--- config.mk ---
export PLATFORM = sky130hd
export DESIGN_NAME = dpram_copy_dma
export DESIGN_NICKNAME = d
export VERILOG_FILES = /design/src/rtl/dpram_copy_dma.sv
export SDC_FILE = /design/constraint.sdc
export NUM_CORES = 1
export LEC_CHECK = 0
export ABC_AREA = 1
export ABC_CLOCK_PERIOD_IN_PS = 5500
export BUFFER_PORTS_ARGS = -buffer_cell sky130_fd_sc_hd__buf_2
export CORE_MARGIN = 4
export CORE_UTILIZATION = 54
export CTS_CLUSTER_DIAMETER = 80
export DETAILED_ROUTE_END_ITERATION = 6
export PLACE_DENSITY = 0.92
export SKIP_CTS_REPAIR_TIMING = 1
export SLEW_MARGIN = 40
export SYNTH_ARGS = -nofsm -noshare
export SYNTH_HDL_FRONTEND = slang
export SYNTH_SLANG_ARGS = --single-unit
--- constraint.sdc ---
create_clock -name clk -period 5.5 [get_ports clk]
set_input_delay 1.1 -clock clk [delete_from_list [all_inputs] [get_ports clk]]
set_output_delay 1.1 -clock clk [all_outputs]
set_load 0.01 [all_outputs]
--- src/rtl/dpram_copy_dma.sv ---
// dpram_copy_dma: memmove-style block copy across the two ports of a dual-port RAM.
// Port 1 only reads and port 2 only writes, pipelined at one word per clock.
// Optional build macro DMA_FILL_EN adds a fill mode that writes a constant word
// over the destination range without reading.
module dpram_copy_dma #(
  parameter int unsigned DATA_WIDTH = 8,
  parameter int unsigned ADDR_WIDTH = 6
) (
  input  logic                  clk,
  input  logic                  rst,
  input  logic                  start,
  input  logic [ADDR_WIDTH-1:0] src_addr,
  input  logic [ADDR_WIDTH-1:0] dst_addr,
  input  logic [ADDR_WIDTH-1:0] len,
`ifdef DMA_FILL_EN
  input  logic                  fill,
  input  logic [DATA_WIDTH-1:0] fill_data,
`endif
  output logic                  busy,
  output logic                  done,
  output logic                  err,
  output logic [ADDR_WIDTH-1:0] addr1,
  output logic [DATA_WIDTH-1:0] data1,
  output logic                  enable1,
  input  logic [DATA_WIDTH-1:0] q1,
  output logic [ADDR_WIDTH-1:0] addr2,
  output logic [DATA_WIDTH-1:0] data2,
  output logic                  enable2,
  input  logic [DATA_WIDTH-1:0] q2
);

  localparam logic [ADDR_WIDTH-1:0] One = ADDR_WIDTH'(1);

  typedef enum logic [1:0] {StIdle, StRun, StDrain} state_e;

  state_e                state_q, state_d;
  logic [ADDR_WIDTH-1:0] addr1_q, addr1_d;
  logic [ADDR_WIDTH-1:0] addr2_q, addr2_d;
  logic [ADDR_WIDTH-1:0] wr_ptr_q, wr_ptr_d;  // next write address to present on port 2
  logic [ADDR_WIDTH-1:0] rem_q, rem_d;        // words left to issue, including the current one
  logic                  desc_q, desc_d;
  logic                  en2_q, en2_d;
  logic                  done_q, done_d;
  logic                  err_q, err_d;
  logic                  fill_mode;

  // Direction decision taken from the live request inputs in IDLE.
  logic [ADDR_WIDTH-1:0] diff;
  logic                  is_desc;
  logic [ADDR_WIDTH-1:0] off0;
  logic [ADDR_WIDTH-1:0] rd_step;
  logic [ADDR_WIDTH-1:0] wr_step;

  assign diff    = dst_addr - src_addr;
  assign is_desc = (diff != '0) && (diff < len);
  assign off0    = is_desc ? len - One : '0;
  assign rd_step = desc_q ? addr1_q - One : addr1_q + One;
  assign wr_step = desc_q ? wr_ptr_q - One : wr_ptr_q + One;

`ifdef DMA_FILL_EN
  logic                  fill_q, fill_d;
  logic [DATA_WIDTH-1:0] fill_data_q, fill_data_d;
  assign fill_mode = fill_q;
  assign data2     = fill_q ? fill_data_q : q1;

  // Fill request and word are captured with start.
  always_ff @(posedge clk) begin
    if (rst) begin
      fill_q      <= 1'b0;
      fill_data_q <= '0;
    end else begin
      fill_q      <= fill_d;
      fill_data_q <= fill_data_d;
    end
  end
`else
  assign fill_mode = 1'b0;
  assign data2     = q1;
`endif

  // Next-state logic: request decode, read issue and write pipeline.
  always_comb begin
    state_d  = state_q;
    addr1_d  = addr1_q;
    addr2_d  = addr2_q;
    wr_ptr_d = wr_ptr_q;
    rem_d    = rem_q;
    desc_d   = desc_q;
    en2_d    = 1'b0;
    done_d   = 1'b0;
    err_d    = 1'b0;
`ifdef DMA_FILL_EN
    fill_d      = fill_q;
    fill_data_d = fill_data_q;
`endif
    unique case (state_q)
      StIdle: begin
        if (start) begin
          if (len == '0) begin
            done_d = 1'b1;
            err_d  = 1'b1;
          end else begin
`ifdef DMA_FILL_EN
            fill_d      = fill;
            fill_data_d = fill_data;
            if (fill) begin
              // First write goes out immediately; no reads are needed.
              desc_d   = 1'b0;
              en2_d    = 1'b1;
              addr2_d  = dst_addr;
              wr_ptr_d = dst_addr + One;
              rem_d    = len - One;
              state_d  = (len == One) ? StDrain : StRun;
            end else begin
`endif
              desc_d   = is_desc;
              addr1_d  = src_addr + off0;
              wr_ptr_d = dst_addr + off0;
              rem_d    = len;
              state_d  = StRun;
`ifdef DMA_FILL_EN
            end
`endif
          end
        end
      end
      StRun: begin
        // The word read at this edge (or the next fill word) is written next cycle.
        en2_d    = 1'b1;
        addr2_d  = wr_ptr_q;
        wr_ptr_d = wr_step;
        rem_d    = rem_q - One;
        if (rem_q == One) begin
          state_d = StDrain;
        end else if (!fill_mode) begin
          addr1_d = rd_step;
        end
      end
      StDrain: begin
        done_d  = 1'b1;
        state_d = StIdle;
      end
      default: state_d = StIdle;
    endcase
  end

  // State and output registers with synchronous reset.
  always_ff @(posedge clk) begin
    if (rst) begin
      state_q  <= StIdle;
      addr1_q  <= '0;
      addr2_q  <= '0;
      wr_ptr_q <= '0;
      rem_q    <= '0;
      desc_q   <= 1'b0;
      en2_q    <= 1'b0;
      done_q   <= 1'b0;
      err_q    <= 1'b0;
    end else begin
      state_q  <= state_d;
      addr1_q  <= addr1_d;
      addr2_q  <= addr2_d;
      wr_ptr_q <= wr_ptr_d;
      rem_q    <= rem_d;
      desc_q   <= desc_d;
      en2_q    <= en2_d;
      done_q   <= done_d;
      err_q    <= err_d;
    end
  end

  assign busy    = (state_q != StIdle);
  assign done    = done_q;
  assign err     = err_q;
  assign addr1   = addr1_q;
  assign data1   = '0;
  assign enable1 = 1'b0;
  assign addr2   = addr2_q;
  assign enable2 = en2_q;

  // Port-2 read data is never consumed.
  logic unused_q2;
  assign unused_q2 = ^q2;

endmodule
# Yosys cells after proc, flatten, opt, wreduce, memory -nomap -nowiden
# Index checks and enable logic that the tools add are counted.
[classes]
eq_ne = 7
shifts = 0
bitwise = 2
n_div = 0
n_addsub = 9
n_mux = 21
multipliers = 0
n_reduce_logical = 11
n_lt_le_gt_ge = 1
[op_table]
columns = ["cell", "n"]
rows = [
  ["$mux 6", 10],
  ["$pmux 6 s2", 3],
  ["$sub 6x1->6 const B", 4],
  ["$add 6x1->6 const B", 2],
  ["$add 6x6->6", 2],
  ["$reduce_and 3->1", 3],
  ["$ne 2x2->1 const B", 4],
  ["$eq 6x1->1 const B", 1],
  ["$logic_not 6->1", 1],
  ["$lt 6x6->1", 1],
  ["$mux 2", 3],
  ["$reduce_bool 6->1", 1],
  ["$sub 6x6->6", 1],
  ["$pmux 2 s2", 1],
  ["$reduce_and 4->1", 1],
  ["$reduce_bool 2->1", 2],
  ["$mux 1", 3],
  ["$eq 2x1->1 const B", 1],
  ["$eq 2x2->1 const B", 1],
  ["$logic_not 2->1", 1],
  ["$not 1->1", 2],
  ["$pmux 1 s2", 1],
  ["$reduce_or 2->1", 1],
  ["$logic_and 1x1->1", 1],
]
[word_totals]
latch_bits = 0
mem_bits_ro = 0
wordCells = 60
mem_bits_rw = 0
register_bits = 30
n_memories = 0

# Longest topological paths before layout
[logic_depth]
depth_word = 8
mapped_depth = 26
ltp_nobuf = 26

# Least setup slack after synthesis
# No wires, ideal clock.
[synth_path]
path_kind = "in2reg"
startpoint = "input port src_addr[2]"
endpoint = "register wr_ptr_q[4]"
stages = 25
t_required_ns = 5.381
setup_time_ns = 0.119
arrival_ns = 4.036
setup_slack_ns = 1.344
cell_sequence = "inv_1 -> ha_1 -> nand2_1 -> nor2_1 -> nand2_1 -> nand3_1 -> nand2_1 -> nand2_2 -> inv_1 -> ha_1 -> a21oi_1 -> o21ai_0 -> a21oi_1 -> a21boi_2 -> inv_1 -> nor2_1 -> ha_1 -> inv_1 -> fa_1 -> inv_1 -> nand4_1 -> nand2_1 -> nand2_1 -> nand3_1 -> a21oi_1"
[synth_between]
elab_chain_len = 8
elab_cells_between_ends = 9
classes_between = "2 x add/sub; 1 x order compare; 4 x mux; 2 x reduce/logical"
[synth_rtl]
columns = ["item", "line_no", "rtl"]
rows = [
  ["start: declaration", "12", "input logic [ADDR_WIDTH-1:0] src_addr,"],
  ["$sub 6x6->6 *", "54", "assign diff = dst_addr - src_addr;"],
  ["$lt 6x6->1 or $reduce_bool 6->1 (tied branches)", "55", "assign is_desc = (diff != '0) && (diff < len);"],
  ["$logic_and 1x1->1 *", "55", ""],
  ["$mux 6 *", "56", "assign off0 = is_desc ? len - One : '0;"],
  ["$add 6x6->6 *", "118", "wr_ptr_d = dst_addr + off0;"],
  ["$mux 6 *", "99", "if (len == '0) begin"],
  ["$mux 6 *", "98", "if (start) begin"],
  ["$pmux 6 s2 *", "96", "unique case (state_q)"],
  ["end signal: assignment", "163", "wr_ptr_q <= wr_ptr_d;"],
  ["end: declaration", "39", "logic [ADDR_WIDTH-1:0] wr_ptr_q, wr_ptr_d;"],
]
# Mark *: on every way between the ends. The rest lies on a longest branch, timed or not. The select of a mux whose other input is x is not followed.
# A chain may end at the register's enable or synchronous reset.

# Final worst setup path
[layout_path]
startpoint = "input port src_addr[2]"
endpoint = "register addr1_q[4], in the netlist addr1[4]"
[layout_between]
elab_chain_len = 8
elab_cells_between_ends = 9
classes_between = "2 x add/sub; 1 x order compare; 4 x mux; 2 x reduce/logical"
[layout_rtl]
columns = ["item", "line_no", "rtl"]
rows = [
  ["$sub 6x6->6", "54", ""],
  ["$lt 6x6->1 or $reduce_bool 6->1 (tied branches)", "55", ""],
  ["$logic_and 1x1->1", "55", ""],
  ["$mux 6", "56", ""],
  ["$add 6x6->6 *", "117", "addr1_d = src_addr + off0;"],
  ["$mux 6 *", "99", ""],
  ["$mux 6 *", "98", ""],
  ["$pmux 6 s2 *", "96", ""],
  ["end signal: assignment", "161", "addr1_q <= addr1_d;"],
  ["end: declaration", "37", "logic [ADDR_WIDTH-1:0] addr1_q, addr1_d;"],
]
# Marked as above.

==> metrics <==
vias in the first global route 2645; FF-to-FF setup slack 2.98 ns; Clk Tree Root Cell clkbuf_8; reg2reg path depth 8; post-synth top area share 22.2%; Total Nets Final 497; setup repair after global routing missed its margin no; GRT Overall Usage 21.8%; largest net degree at the start of global routing 30; R2R Path End rem_q[1]; run status finished clean; I/O pin total 70; Cell Pwr Density 282 mW/mm^2; Synth area leaders dfxtp_1 (22%), ha_1 (13%), inv_1 (8.3%), nand2_1 (8.3%), a21oi_1 (5.9%); Slew HR 50.4%; main flop type after synthesis dfxtp_1; Antenna Diode Count 0; WP data arrival 4.70 ns; first-iteration detailed-routing DRC count 174; Seq cells post-synth 30; CP startpoint src_addr[2]; Reg2Reg Launch Point state_q[0]; Via density 5.34; Die Y 78.8 um; CTS Buf Count 5; crit share post-route 81.6%; width of the die 78.8 um; Initial Util 56.6%; DR vias 2638; Setup crit start kind primary input; CP required 5.72 ns; TritonCTS clock tree done; antenna viol nets, final 0; Post-Route Setup TNS 0 ns; CTS clk-pin slew, worst paths 0.06 ns; initial antenna violation count 0; layout cell share with drive strength beyond 1 14.8%; final core area utilization 61.8%; Port Buffers 36; post-layout min period 4.49 ns; routability congestion estimate 0.840; Worst Setup Path Type primary input to flip-flop; Routed wire per std cell 12.9 um; CP endpoint kind flip-flop; Fillers 443; routed wire length 6.37 mm; min-delay worst type flip-flop to flip-flop; post-DP HPWL 4.95 mm; global-route wire length before repair 11.0 mm; Area Growth Syn to Fin 9.19%; cell taking the most area after synthesis dfxtp_1; ys async rst share 0%; number of flops mapped to enable cells by yosys 0; Max Cap Viol 0; clock buffer depth 2; final clock skew 0.00635 ns; Hold Vio Cnt, Final 0; setup violators final 0; core region area 0.00479 mm^2; worst-margin pin slew 0.743 ns; end point of the critical path addr1[4]; drt first pass iters 5; Cell Rows 25; warnings from Yosys 0; grt ovf 0; Highest Clock Rate 223 MHz; average cell area after synthesis 6.79 um^2; die area 0.00622 mm^2; Netlist cell types 35; Critical Path Fanout Max 7; Clock Sinks 30; Post-Synthesis Cell Area 0.00271 mm^2; # DRC 0; Lkg Pwr 1.60 nW; Cells after Synth 399; H-tree depth 2; worst vdd ir 0.171 mV; Max Slew Vio Count 0; Clock Latency Late Sink 0.29 ns; top cells by count, synth inv_1 (60), nand2_1 (60), nor2_1 (40); Seq/Total Area, Yosys 22.2%
-- report_power, final --
part	internal, mW	leakage (nW)	switching (mW)
sequential	0.245	0.248	0.0245
combinational	0.132	1.29	0.213
clock	0.133	0.0579	0.0866
-- layer usage --
layer / wire length, um / part of all wire [%] / vias up / global-route usage [%]
li1: - / - / 1347 / -
met4: 147 / 2.3 / 0 / 7.90
met3: 386 / 6.1 / 20 / 5.67
met1: 2690 / 42 / 1199 / 24.5
met5: 0 / 0 / - / 0
met2: 3140 / 49 / 72 / 39.5
-- worst min path at each step --
stage               startpoint        to  slack, ns  cells after the start
global placement    state_q[1]      done       0.49                      2
detailed placement    addr2[5]  addr2[5]       0.50                      2
finish                addr2[2]  addr2[2]       0.51                      2
floorplan           state_q[0]      done       0.45                      1
global route        state_q[1]      done       0.53                      2
CTS                   addr2[2]  addr2[2]       0.52                      2
-- critical path, stage by stage --
cell and delay (ns):
buf_2 0.07, inv_1 0.06, ha_1 0.39, nand2_1 0.09, nand2_1 0.05, nand2_1 0.09, nand4_1 0.13, nand2_2 0.15
inv_1 0.06, ha_1 0.29, a21oi_1 0.14, o21ai_0 0.10, a21oi_1 0.23, a21boi_2 0.25, inv_1 0.12, nor2_1 0.16
ha_1 0.20, inv_1 0.05, fa_1 0.41, inv_1 0.08, nand4_1 0.13, nand3b_1 0.12, nand3_1 0.09, a21oi_1 0.15
-- through the flow --
step | cells | hold slack (ns) | setup WS (ns) | area (um^2) | power, mW
after global routing | 494 | 0.529 | 0.677 | 2960 | 0.903
after floorplan | 407 | 0.446 | 1.34 | 2740 | 0.536
after detailed placement | 486 | 0.495 | 0.761 | 2850 | 0.613
after global placement | 486 | 0.486 | 0.905 | 2850 | 0.594
final | 494 | 0.510 | 1.01 | 2960 | 0.834
after CTS | 494 | 0.515 | 1.05 | 2960 | 0.836
-- state kept, by name, summed over array words and instances (netlist names), 2 cells and up --
name      flops
addr1         6
addr2         6
rem_q         6
wr_ptr_q      6
state_q       2
-- cell type report --
cell class,instances,area (um^2),share of cell area [%]
clock inverters,3,40.0,1.35
flip-flops and latches,30,601,20.3
well taps,67,83.8,2.83
clock buffers,5,68.8,2.33
inverters,62,233,7.86
multi-input cells,290,1750,59.0
repair buffers,37,188,6.34
-- cell usage in the layout, fill, tap and decap left out, types with 5 or more instances in the layout --
cell,netlist,layout
a31oi_1,5,5
buf_2,0,36
a211oi_1,8,8
nand3_1,17,17
inv_1,60,60
fa_1,5,5
nand2_2,7,7
a21oi_1,32,32
xor2_1,8,8
conb_1,1,9
nand2_1,60,60
nor3_1,8,8
o21ai_0,31,31
clkbuf_8,0,5
dfxtp_1,30,30
ha_1,29,29
nor2_1,40,40
nand4_1,5,5
-- cell families after synthesis --
| family | count (synthesis) | share of synthesized area, % |
|---|---|---|
| buf+inv | 87 | 14.5 |
| xor+xnor | 9 | 2.91 |
| compound gates | 89 | 18.6 |
| simple gates | 149 | 24.6 |
| other cells | 1 | 0.138 |
| fa+ha+maj | 34 | 17.1 |
| flops | 30 | 22.2 |
(Power assumes the default switching activity.)
